## src/rtl/rpn_stack_exec.sv

```systemverilog
// RPN calculator stack executor: accepts PUSH/POP/arithmetic/CLEAR commands,
// keeps top-of-stack cached in a register and drives a single-port stack RAM.
module rpn_stack_exec #(
  parameter int DW = 8,
  parameter int AW = 8
) (
  input  logic          clk,
  input  logic          rst,
  input  logic          cmd_valid,
  output logic          cmd_ready,
  input  logic [2:0]    cmd_op,
  input  logic [DW-1:0] cmd_data,
  output logic [AW-1:0] ram_addr,
  output logic [DW-1:0] ram_data,
  output logic          ram_wren,
  input  logic [DW-1:0] ram_q,
  output logic [DW-1:0] tos,
  output logic [AW:0]   depth,
  output logic          underflow,
  output logic          overflow,
  output logic [1:0]    dbg_state
);

  localparam logic [2:0] OP_PUSH  = 3'b000;
  localparam logic [2:0] OP_POP   = 3'b001;
  localparam logic [2:0] OP_ADD   = 3'b010;
  localparam logic [2:0] OP_SUB   = 3'b011;
  localparam logic [2:0] OP_AND   = 3'b100;
  localparam logic [2:0] OP_OR    = 3'b101;
  localparam logic [2:0] OP_CLEAR = 3'b110;

  localparam logic [AW:0] SP_FULL = {1'b1, {AW{1'b0}}};
  localparam logic [AW:0] SP_ONE  = (AW+1)'(1);
  localparam logic [AW:0] SP_TWO  = (AW+1)'(2);

  typedef enum logic [1:0] {
    IDLE    = 2'd0,
    RD_ADDR = 2'd1,
    RD_DATA = 2'd2,
    WRITE   = 2'd3
  } state_e;

  state_e        state;
  logic [AW:0]   sp;
  logic [2:0]    op_r;
  logic [AW:0]   sp_m2;
  logic [DW-1:0] alu_r;

  // Handshake: a command transfers on a rising edge where cmd_valid && cmd_ready;
  // cmd_ready is high exactly while IDLE, and inputs are ignored otherwise.
  assign cmd_ready = (state == IDLE);
  assign depth     = sp;
  assign dbg_state = state;
  assign sp_m2     = sp - SP_TWO;

  // Second operand comes from RAM, first from the cached top: SUB is second - top.
  always_comb begin
    alu_r = '0;
    case (op_r)
      OP_ADD:  alu_r = ram_q + tos;
      OP_SUB:  alu_r = ram_q - tos;
      OP_AND:  alu_r = ram_q & tos;
      OP_OR:   alu_r = ram_q | tos;
      default: alu_r = '0;
    endcase
  end

  always_ff @(posedge clk) begin
    if (rst) begin
      state     <= IDLE;
      sp        <= '0;
      tos       <= '0;
      ram_addr  <= '0;
      ram_data  <= '0;
      ram_wren  <= 1'b0;
      underflow <= 1'b0;
      overflow  <= 1'b0;
      op_r      <= OP_PUSH;
    end else begin
      case (state)
        IDLE: begin
          ram_wren <= 1'b0;
          if (cmd_valid) begin
            case (cmd_op)
              OP_PUSH: begin
                if (sp == SP_FULL) begin
                  overflow <= 1'b1;
                end else begin
                  ram_addr <= sp[AW-1:0];
                  ram_data <= cmd_data;
                  ram_wren <= 1'b1;
                  tos      <= cmd_data;
                  sp       <= sp + SP_ONE;
                  state    <= WRITE;
                end
              end
              OP_POP: begin
                if (sp == '0) begin
                  underflow <= 1'b1;
                end else if (sp == SP_ONE) begin
                  sp  <= '0;
                  tos <= '0;
                end else begin
                  // New top lives at sp-2; fetch it to refill the cache.
                  ram_addr <= sp_m2[AW-1:0];
                  sp       <= sp - SP_ONE;
                  op_r     <= cmd_op;
                  state    <= RD_ADDR;
                end
              end
              OP_ADD, OP_SUB, OP_AND, OP_OR: begin
                if (sp < SP_TWO) begin
                  underflow <= 1'b1;
                end else begin
                  ram_addr <= sp_m2[AW-1:0];
                  op_r     <= cmd_op;
                  state    <= RD_ADDR;
                end
              end
              OP_CLEAR: begin
                sp        <= '0;
                tos       <= '0;
                underflow <= 1'b0;
                overflow  <= 1'b0;
              end
              default: ;
            endcase
          end
        end
        RD_ADDR: state <= RD_DATA;
        RD_DATA: begin
          if (op_r == OP_POP) begin
            tos   <= ram_q;
            state <= IDLE;
          end else begin
            // Result overwrites the second operand's slot, which becomes the top.
            ram_data <= alu_r;
            ram_wren <= 1'b1;
            tos      <= alu_r;
            sp       <= sp - SP_ONE;
            state    <= WRITE;
          end
        end
        WRITE: begin
          ram_wren <= 1'b0;
          state    <= IDLE;
        end
        default: state <= IDLE;
      endcase
    end
  end

endmodule
```

## config.mk

```make
export PLATFORM = sky130hd
export DESIGN_NAME = rpn_stack_exec
export DESIGN_NICKNAME = d
export VERILOG_FILES = /design/src/rtl/rpn_stack_exec.sv
export SDC_FILE = /design/constraint.sdc
export NUM_CORES = 1
export LEC_CHECK = 0
export ABC_AREA = 1
export BUFFER_PORTS_ARGS = -buffer_cell sky130_fd_sc_hd__buf_4
export CAP_MARGIN = 20
export CORE_ASPECT_RATIO = 1.1
export CORE_MARGIN = 1.5
export CORE_UTILIZATION = 50
export DETAILED_ROUTE_END_ITERATION = 8
export PLACE_DENSITY = 0.73
export REMOVE_ABC_BUFFERS = 1
export SLEW_MARGIN = 20
export SYNTH_ARGS = -nofsm -noshare
export SYNTH_HDL_FRONTEND = slang
export SYNTH_SLANG_ARGS = --single-unit
```

## constraint.sdc

```tcl
create_clock -name clk -period 3.9 [get_ports clk]
set_clock_uncertainty 0.05 [all_clocks]
set_input_delay 0.39 -clock clk [delete_from_list [all_inputs] [get_ports clk]]
set_output_delay 0.39 -clock clk [all_outputs]
set_load 0.02 [all_outputs]
```

# Word-level counts from Yosys, hierarchy flattened
# Cells that the tools add are included.
# op_classes
addsub	5
eq_ne	34
bitwise_logic	2
magnitude_cmp	1
reduce_logical	19
n_mux	46
# op_table
operator	n
8-bit 2-to-1 mux	12
8-bit case mux with 3 select lines	2
9-bit 2-to-1 mux	5
8-bit case mux with 2 select lines	2
8-bit case mux with 4 select lines	1
9-bit case mux with 3 select lines	1
6-bit AND reduction	4
2-bit inequality test (second input constant)	10
9-bit case mux with 2 select lines	1
3-bit == test (second input constant)	5
3-bit inequality test (second input constant)	5
3-bit by 2-bit == test with 1-bit output (second input constant)	4
2-bit 2-to-1 mux	6
5-bit AND reduction	2
9-bit by 1-bit adder with 9-bit output (second input constant)	1
9-bit by 1-bit == test with 1-bit output (second input constant)	1
9-bit == test (second input constant)	1
9-bit logical NOT	1
9-bit by 2-bit < comparator with 1-bit output (second input constant)	1
3-bit 2-to-1 mux	3
3-bit nonzero test	3
9-bit by 1-bit subtractor with 9-bit output (second input constant)	1
8-bit adder	1
8-bit bitwise AND	1
21 further kinds	33
# totals
wordCells	116
input_bits	22
register_bits	41
output_inout_bits	39

# Logic depth before layout (Yosys ltp)
# depth
ltp_word	6
ltp_mapped	19
mapped_depth_nobuf	19

# Worst setup path before layout
# No wires, ideal clock.
# synth_timing
path_type	register to register
startpoint	register tos[2]
endpoint	register tos[4]
synth_period_minus_slack_ns	2.336
setup_ns	0.115
path_stages_with_launch	17
path_buffers	1
arrival_time_ns	2.171
slack_ns	1.564
t_required_ns	3.735
path_cell_list	dfxtp_1 -> clkbuf_1 -> nor2_1 -> nand2_1 -> nand2_1 -> xnor2_1 -> inv_1 -> ha_1 -> a21oi_1 -> nand2_1 -> or2_2 -> nand3_1 -> nand3_1 -> nand2_1 -> inv_1 -> nor2_1 -> nor2_1
# synth_via
elab_chain_len	4
elab_cells_between_ends	5
classes_between	add/sub (2); mux (3)
# synth_lines
item	line_no	rtl
from (decl)	17	output logic [DW-1:0] tos,
from (signal assigned)	92	tos <= cmd_data;
from (signal assigned)	133	tos <= ram_q;
from (signal assigned)	139	tos <= alu_r;
8-bit subtractor / 8-bit adder (equally long branches)	61, 60	
8-bit case mux with 4 select lines (*)	59	case (op_r)
8-bit 2-to-1 mux (*)	132	if (op_r == OP_POP) begin
8-bit case mux with 2 select lines (*)	80	case (state)
# Every way passes the cells marked *; elsewhere a longest branch is shown, timed or not.
# A chain may end at the register's enable or synchronous reset.

# Worst setup path in the final report
# layout_timing
startpoint	register op_r[0]
endpoint	register tos[4]
# layout_via
elab_chain_len	4
elab_cells_between_ends	8
classes_between	eq/ne (5); mux (3)
# layout_lines
item	line_no	rtl
from (decl)	45	logic [2:0] op_r;
from (signal assigned)	107	op_r <= cmd_op;
from (signal assigned)	116	op_r <= cmd_op;
3-bit == test / 3-bit by 2-bit == test with 1-bit output (equally long branches)	59	
8-bit case mux with 4 select lines	59	
8-bit 2-to-1 mux (*)	132	
8-bit case mux with 2 select lines (*)	80	
# Marks and branches as above.

==> reports/qor.csv <==
metric,value,unit
met3 usage,3.65,%
WP data arrival,2.74,ns
DRC,0,
layout cells sized above 1,18.8,%
Final min period,2.60,ns
final worst slack,1.30,ns
Pre-antenna DRT Iters,5,
mean post-synth cell area,6.44,um2
Crit Path Class,flip-flop to flip-flop,
Crit Path Max Fanout,8,
P per Cell Area,724,mW/mm2
Layout area overhead,17.4,%
"Seq/Total Area, Yosys",25.0,%
most used flip-flop cell after synthesis,dfxtp_1,
CTS Buffer Depth,2,
All-Layer GR Usage,26.5,%
Netlist cell types,37,
Starting Density,52.3,%
Peak supply drop,0.000391,V
Post-CTS Hold Fix Bufs,0,
number of setup buffers added after CTS,0,
CP Launch Type,flip-flop,
CTS H-tree depth,2,
met2 Use GR,47.1,%
asr flop ratio synth,0,%
CTS root buffer,clkbuf_8,
first-pass GRT wire length,14.7,mm
Post-synth EDFFs,0,
Static Leak,1.92,nW
Num Clock Sinks,41,
Ys Warns,0,
post-DP HPWL,6.96,mm
busiest grt layer,met2,
RSZ-0062 raised after global routing,no,
Die Wd,80.2,um
Clock Latency Late Sink,0.29,ns
Detailed Route WL,9.02,mm
sw frac,50.3,%
pin count of the biggest net entering global routing,35,
post-cts sizing count,0,
gpl congestion,0.997,
synthesized area,0.00328,mm2
Final Hold Vio Count,0,
core area,0.00627,mm2
register share of total power,24.6,%
CTS Buf Count,5,
Worst Tran Pin Value,0.979,ns
Final setup viols,0,
count of pins over their slew limit,0,
grt met1 use,32.5,%
Syn Inst Count,509,
TritonCTS clock tree,yes,
Final ANT Viol Nets,0,
Std-Cell Rows,30,
Pint,1.38,mW
setup_tns,0,ns
required time of the critical path,4.04,ns
hold slack final,0.281,ns
Clk pwr share,12.7,%
DR WL/cell,14.0,um
die area,0.00705,mm2
HP Class,input port to flip-flop,
Rel. slew slack,34.7,%
synthesis-stage register bit count,41,
Place WS,1.36,ns
DR iter-0 viols,191,
vias in the first global route,3180,
fin nets,602,
status,finished clean,
achievable frequency,0.385,GHz
post-layout util,61.4,%
Antenna diodes,0,
initial antenna violation count,0,
global route total overflow,0,
vias,3480,
Ports,61,
clock-pin slew on the worst setup and hold paths,0.09,ns
Tcrit/Tclk final,66.6,%
Sw Pwr,1.40,mW
Max Cap Violations,0,
Critical Path Sink Type,flip-flop,
chip height,87.9,um
IO buf count,60,
Gate power share,62.8,%
Vias/cell,5.40,
-- layer usage --
layer	share of wire [%]	wire (um)
met1	43	3840
met2	50	4480
met3	5.3	481
met4	2.4	218
met5	0	0
-- power by group through the flow --
stage                     Combinational [mW]  Clock (mW)  Sequential [mW]
after floorplan                         1.13           0            0.788
after global placement                  1.69           0            0.689
after detailed placement                1.73           0            0.690
after CTS                               1.74       0.362            0.681
after global routing                    1.95       0.379            0.703
final                                   1.75       0.353            0.684
-- worst paths after layout --
kind	from	endpoint	slack [ns]	cells past startpoint
max	op_r[0]	tos[4]	1.30	14
min	rst	op_r[2]	0.28	2
max reg2reg	op_r[0]	tos[4]	1.30	14
min reg2reg	overflow	overflow	0.40	2
-- Yosys cell counts, types with 6 or more instances --
cell type	n	area (um2)
nor2_2	13	81.3
nand2_2	6	37.5
nand3_1	41	205
a22oi_1	6	45.0
buf_6	6	67.6
xor2_1	15	131
ha_1	16	200
nor3_1	6	30.0
nand2_1	113	424
o21ai_1	7	35.0
inv_1	55	206
o21ai_0	38	190
dfxtp_1	41	821
nor2_4	7	78.8
a21oi_1	42	210
nor2_1	53	199
nand3b_1	6	45.0
-- flip-flops by register name, indices dropped and copies added, names as in the netlist --
signal,flops
depth,9
ram_addr,8
ram_data,8
tos,8
op_r,3
dbg_state,2
overflow,1
ram_wren,1
underflow,1
-- metrics by stage --
stage | instances | cell area [um2] | total power [mW]
finish | 644 | 3850 | 2.78
detailed placement | 636 | 3730 | 2.42
global placement | 636 | 3730 | 2.38
CTS | 644 | 3850 | 2.78
global route | 644 | 3850 | 3.03
floorplan | 496 | 3180 | 1.92
-- placed cells by master, fill, tap and decap left out --
cell type / instances
a211oi_1: 1
a21oi_1: 42
a21oi_2: 1
a22oi_1: 6
a31oi_1: 1
and2_4: 1
buf_4: 60
bufinv_16: 1
clkbuf_8: 5
clkinv_4: 1
clkinvlp_4: 1
dfxtp_1: 41
fa_1: 1
ha_1: 16
inv_1: 55
inv_2: 5
maj3_1: 1
nand2_1: 113
nand2_2: 6
nand2_4: 1
nand3_1: 41
nand3_2: 2
nand3b_1: 6
nand4_1: 4
nor2_1: 53
nor2_2: 13
nor2_4: 7
nor3_1: 6
nor3_2: 1
o21a_1: 3
o21ai_0: 38
o21ai_1: 7
o21bai_1: 1
o22ai_1: 1
o31ai_1: 1
or2_2: 1
xnor2_1: 5
xor2_1: 15
-- critical path: stages (launching register included) --
cell and delay [ns]:
dfxtp_1 0.46, nand3_1 0.28, nand2_1 0.23, xnor2_1 0.14, inv_1 0.06, ha_1 0.34
a21oi_1 0.17, nand2_1 0.10, or2_2 0.28, nand3_1 0.07, nand3_1 0.07, nand2_1 0.09
inv_1 0.05, nor2_1 0.08, nor2_1 0.04
-- layout make-up --
| cell class | count | area (um2) |
|---|---|---|
| fillers | 622 | 2420 |
| multi-input cells | 395 | 2130 |
| flip-flops and latches | 41 | 821 |
| repair buffers | 60 | 450 |
| inverters | 60 | 225 |
| well taps | 80 | 100 |
| clock buffers | 5 | 68.8 |
| clock inverters | 3 | 46.3 |
-- cell families after synthesis --
| logic type | Yosys count | synth area share [%] |
|---|---|---|
| AOI/OAI and AO/OA | 102 | 16.7 |
| xor gates and xnor gates | 20 | 5.35 |
| adders and majority gates | 18 | 7.03 |
| buffers and inverters | 73 | 9.81 |
| DFF | 41 | 25.0 |
| and+or+nand+nor | 255 | 36.1 |
Note: power is estimated with default switching activity, not from simulation.
